File: src/rtl/reg_file_8x24.sv
// 8-entry register file with a write port, two combinational read ports,
// write-to-read bypass and per-register busy (pending-write) scoreboard bits.
// R0 is hardwired to zero and can never be marked busy.
module reg_file_8x24 #(
   parameter int unsigned WIDTH = 24,
   parameter int unsigned DEPTH = 8
) (
   input  logic             Clock,
   input  logic             Resetn,
   input  logic             RegWrite,
   input  logic [2:0]       WriteAddr,
   input  logic [WIDTH-1:0] WriteData,
   input  logic [2:0]       ReadAddr1,
   input  logic [2:0]       ReadAddr2,
   input  logic             BusySet,
   input  logic [2:0]       BusyAddr,
   output logic [WIDTH-1:0] ReadData1,
   output logic [WIDTH-1:0] ReadData2,
   output logic             Stall
);

   logic [WIDTH-1:0] r_regs [DEPTH];
   logic [DEPTH-1:0] r_busy;

   logic w_wr_en;
   logic w_byp1;
   logic w_byp2;
   logic w_clr1;
   logic w_clr2;

   assign w_wr_en = RegWrite && (WriteAddr != 3'd0);

   // Storage and busy bits; reset wins, then write/clear, then busy set (set wins)
   always_ff @(posedge Clock) begin
      if (!Resetn) begin
         for (int i = 0; i < int'(DEPTH); i++) begin
            r_regs[i] <= '0;
         end
         r_busy <= '0;
      end else begin
         if (w_wr_en) begin
            r_regs[WriteAddr] <= WriteData;
         end
         if (RegWrite) begin
            r_busy[WriteAddr] <= 1'b0;
         end
         if (BusySet && (BusyAddr != 3'd0)) begin
            r_busy[BusyAddr] <= 1'b1;
         end
      end
   end

   // Bypass is suppressed in reset so the ports show stored values only
   assign w_byp1 = Resetn && w_wr_en && (WriteAddr == ReadAddr1);
   assign w_byp2 = Resetn && w_wr_en && (WriteAddr == ReadAddr2);

   // A register being written this cycle is no longer a hazard
   assign w_clr1 = RegWrite && (WriteAddr == ReadAddr1);
   assign w_clr2 = RegWrite && (WriteAddr == ReadAddr2);

   // Combinational read ports with bypass; R0 always reads zero
   always_comb begin
      ReadData1 = r_regs[ReadAddr1];
      ReadData2 = r_regs[ReadAddr2];
      if (w_byp1) begin
         ReadData1 = WriteData;
      end
      if (w_byp2) begin
         ReadData2 = WriteData;
      end
      if (ReadAddr1 == 3'd0) begin
         ReadData1 = '0;
      end
      if (ReadAddr2 == 3'd0) begin
         ReadData2 = '0;
      end
   end

   // Stall when either operand waits on an outstanding write
   always_comb begin
      Stall = (r_busy[ReadAddr1] && !w_clr1) || (r_busy[ReadAddr2] && !w_clr2);
   end

endmodule

File: config.mk
export PLATFORM = sky130hd
export DESIGN_NAME = reg_file_8x24
export DESIGN_NICKNAME = d
export VERILOG_FILES = /design/src/rtl/reg_file_8x24.sv
export SDC_FILE = /design/constraint.sdc
export NUM_CORES = 1
export LEC_CHECK = 0
export ABC_AREA = 1
export BUFFER_PORTS_ARGS = -buffer_cell sky130_fd_sc_hd__buf_4
export CORE_ASPECT_RATIO = 2
export CORE_MARGIN = 5
export CORE_UTILIZATION = 30
export CTS_CLUSTER_SIZE = 8
export DETAILED_ROUTE_END_ITERATION = 6
export PLACE_DENSITY = 0.45
export SYNTH_ARGS = -nofsm -noshare
export SYNTH_HDL_FRONTEND = slang
export SYNTH_SLANG_ARGS = --single-unit
File: constraint.sdc
create_clock -name Clock -period 2.5 [get_ports Clock]
set_clock_uncertainty 0.2 [all_clocks]
set_input_delay 0.125 -clock Clock [delete_from_list [all_inputs] [get_ports Clock]]
set_output_delay 0.125 -clock Clock [all_outputs]
set_load 0.1 [all_outputs]
==> impl_metrics.yaml <==
status:
  outcome: "finished, final reports clean"
route:
  routed_via_density: 5.09
  drt-total-wl_um: 51200
  wire_per_inst_um: 22.2
  ant_nets: 0
  detail_route.iter0.violations: 887
  drcViolationCount: 0
  num_vias: 11700
  drt_pre_antenna_iters: 5
synth:
  synth_warnings: 0
  post-synth-top-area-cell: "sky130_fd_sc_hd__edfxtp_1"
  synth_seq_cells: 200
  syn_area_per_cell_um2: 7.31
  mappedNetlistArea_um2: 12100
  most_numerous_cell_types_in_the_synthesized_netlist: "sky130_fd_sc_hd__nand2_1 (707), sky130_fd_sc_hd__nand3_1 (261), sky130_fd_sc_hd__nor2_1 (216)"
  synthDistinctLibCells: 29
  netlist_instances: 1652
  cell_with_the_most_instances_after_synthesis: "sky130_fd_sc_hd__nand2_1"
  yosys.area.top_type_share: 0.477
  synth-seq-area-share: 0.491
  async_flop_share: 0
  ys_dominant_reg_cell: "sky130_fd_sc_hd__edfxtp_1"
  post_synth_main_area_contributors: "sky130_fd_sc_hd__edfxtp_1 (48%), sky130_fd_sc_hd__nand2_1 (22%), sky130_fd_sc_hd__nand3_1 (11%), sky130_fd_sc_hd__nor2_1 (6.7%), sky130_fd_sc_hd__buf_2 (2.1%)"
  synth_edf_count: 192
sta:
  finalHoldWorstSlack_ns: 0.0110
  slew_headroom: 0.631
  layout_setup_ws_ns: 0.353
  least_margin_pin_slew_ns: 0.554
  post-route-min-period_ns: 2.15
  slew_violations: 0
  hold_viol_final: 0
  layout_worst_path_cycle_share: 0.859
  max_clock_freq_mhz: 466
  setup_viol: 0
  setup-tns-final_ns: 0
  unrepaired_setup_endpoints_after_global_routing: "false"
final_layout:
  layout.filler_cells: 4354
  num-nets-final: 1801
  num_antenna_cells: 0
  synthToLayoutAreaGrowth_pct: 19.8
  drive_above_1_share: 0.143
  fin_util: 0.361
  final_instance_count_without_filler_cells: 2304
cts:
  clock_tree_from_tritoncts: "done"
  tritoncts.num_buffers: 17
  cts_htree_levels: 4
  clk_path_buf_depth: 2
  cts.sinks: 200
  post_cts.repair.setup_buffers: 0
  ctsRootBufferMaster: "sky130_fd_sc_hd__clkbuf_16"
  worst_skew_pair.late_latency_ns: 0.46
  clkTransAtPathRegs_ns: 0.07
floorplan:
  core.rowCount: 104
  starting_density_of_the_core: 0.301
  io_pins: 89
  die_height_um: 294
  design.core.area_um2: 40100
  fp.dieArea_um2: 44600
  die_width_um: 152
critical_path:
  cp.arrival_ns: 2.35
  worst_path_dominant_cell_family: "buffers and inverters"
  reg_to_reg_setup_timing_slack_ns: 1.12
  end_kind: "flip-flop"
  timing.critical_path.fanout_max: 15
  r2r-end: "r_busy[2]"
  crit_top_cell: "sky130_fd_sc_hd__buf_4"
  timing.critical_path.buf_inv: 6
  cp_slowest_stage_delay_ns: 0.57
  timing.reg2reg.worst_path_depth: 3
  critical_path.slowest_cell: "sky130_fd_sc_hd__dlygate4sd3_1"
  worstPathCellList: "buf_4 > dlygate4sd3_1 > buf_4 > inv_1 > buf_4 > or2_2 > o21ai_0 > dlygate4sd3_1"
  cp.required_ns: 2.70
  worstSetupPathType: "in2reg"
  setup_crit_start_kind: "primary input"
  critical_path.reg2reg.startpoint: "r_busy[2]"
job:
  max_cap_violations: 0
global_route:
  first_global_vias: 11800
  grt_first_pass_wirelength_um: 75800
  global_route.usage.total: 0.228
  initial_antenna_violation_count: 0
  grt_max_degree: 55
  gr-total-overflow: 0
pwr:
  vdd_ir_drop_max_uv: 515
  power_density_nw_per_um2: 649
  power_leakage_nw: 6.66
min_path:
  hold_path_startpoint: "WriteData[12]"
  hold_end: "r_regs[7][12]"
  hp-class: "in2reg"
  min_delay_path_depth: 3
place:
  pre_cts_slack_ns: 0.360
  gpl.final_weighted_congestion: 0.876
  place.port_buffers: 88
  dp_cells: 2249
  post-dp-hpwl_um: 32600
-- area by class of cell --
| type | instances | area (µm²) | share of cell area |
|---|---|---|---|
| repair buffers | 180 | 1550 | 0.107 |
| clock inverters | 12 | 151 | 0.0105 |
| well taps | 530 | 663 | 0.0458 |
| clock buffers | 20 | 437 | 0.0302 |
| multi-input cells | 1285 | 5460 | 0.377 |
| inverters | 77 | 290 | 0.0201 |
| flip-flops and latches | 200 | 5930 | 0.410 |
-- power by group --
| part | switching [mW] | total [mW] | internal, mW |
|---|---|---|---|
| registers | 0.110 | 4.00 | 3.89 |
| logic | 1.91 | 2.50 | 0.597 |
| clock network | 1.31 | 2.89 | 1.57 |
-- per-layer routing --
layer  global-route usage  share of wire  vias up
met4                0.127          0.057        0
met5                    0              0        -
met1                0.252           0.37     5616
met3               0.0281          0.045      141
li1                     -              -     5512
met2                0.420           0.53      449
-- metrics by stage --
stage / cell area, µm² / power [mW]
floorplan: 12200 / 5.76
global placement: 13700 / 6.55
detailed placement: 13700 / 6.56
CTS: 14500 / 9.44
global route: 14500 / 9.74
finish: 14500 / 9.39
-- kinds of logic (layout without fill, tap and decap cells) --
family | after synthesis | after routing | share of synthesized area
and+or+nand+nor | 1240 | 1240 | 0.427
AOI/OAI and AO/OA | 18 | 18 | 0.00901
other | 1 | 24 | 0.000310
DFF | 200 | 200 | 0.491
xor gates and xnor gates | 3 | 3 | 0.00280
buffers and inverters | 190 | 289 | 0.0707
-- cell usage in the layout (no fill, tap or decap) --
master and count:
sky130_fd_sc_hd__inv_2 7, sky130_fd_sc_hd__nand4_1 24, sky130_fd_sc_hd__buf_12 11, sky130_fd_sc_hd__bufinv_16 3
sky130_fd_sc_hd__or2_2 1, sky130_fd_sc_hd__xnor2_1 1, sky130_fd_sc_hd__clkinv_4 4, sky130_fd_sc_hd__a21oi_4 1
sky130_fd_sc_hd__xnor2_2 1, sky130_fd_sc_hd__nor2_2 50, sky130_fd_sc_hd__nand3_1 261, sky130_fd_sc_hd__clkinv_1 27
sky130_fd_sc_hd__nand2_1 707, sky130_fd_sc_hd__buf_4 146, sky130_fd_sc_hd__nor2_4 2, sky130_fd_sc_hd__clkbuf_1 3
sky130_fd_sc_hd__nor2_1 188, sky130_fd_sc_hd__dlygate4sd3_1 23, sky130_fd_sc_hd__nand2_4 2, sky130_fd_sc_hd__inv_6 1
sky130_fd_sc_hd__nand3_4 1, sky130_fd_sc_hd__clkbuf_16 17, sky130_fd_sc_hd__o22ai_1 2, sky130_fd_sc_hd__dfxtp_1 8
sky130_fd_sc_hd__a21oi_1 6, sky130_fd_sc_hd__conb_1 24, sky130_fd_sc_hd__xor2_1 1, sky130_fd_sc_hd__inv_1 44
sky130_fd_sc_hd__clkinv_2 3, sky130_fd_sc_hd__o211ai_1 2, sky130_fd_sc_hd__o21ai_0 7, sky130_fd_sc_hd__nand2_2 4
sky130_fd_sc_hd__edfxtp_1 192
-- worst max path at each step --
stage            startpoint            end  depth (start not counted)
2_1_floorplan  ReadAddr1[0]  ReadData1[10]                          7
3_3_place_gp   ReadAddr1[0]  ReadData1[13]                          9
3_5_place_dp   ReadAddr2[0]  ReadData2[21]                         12
4_1_cts        ReadAddr2[0]  ReadData2[21]                         12
5_1_grt        ReadAddr2[0]  ReadData2[21]                         12
6_report             Resetn      r_busy[2]                          8
-- worst min-delay path: cells and delay by family --
family | cells | cell delay (ns)
buffers and inverters | 2 | 0.30
and+or+nand+nor | 1 | 0.08
-- flip-flops by register name, indices dropped and copies added, names as in the netlist --
signal	count
r_busy	8
r_regs	192
-- timing repair --
item / 4_1_cts / 5_1_grt
hold endpoints to repair: 81 / 0
resized for setup: 0 / 0
hold buffers: 23 / 0
Note: power is estimated with default switching activity, not from simulation.
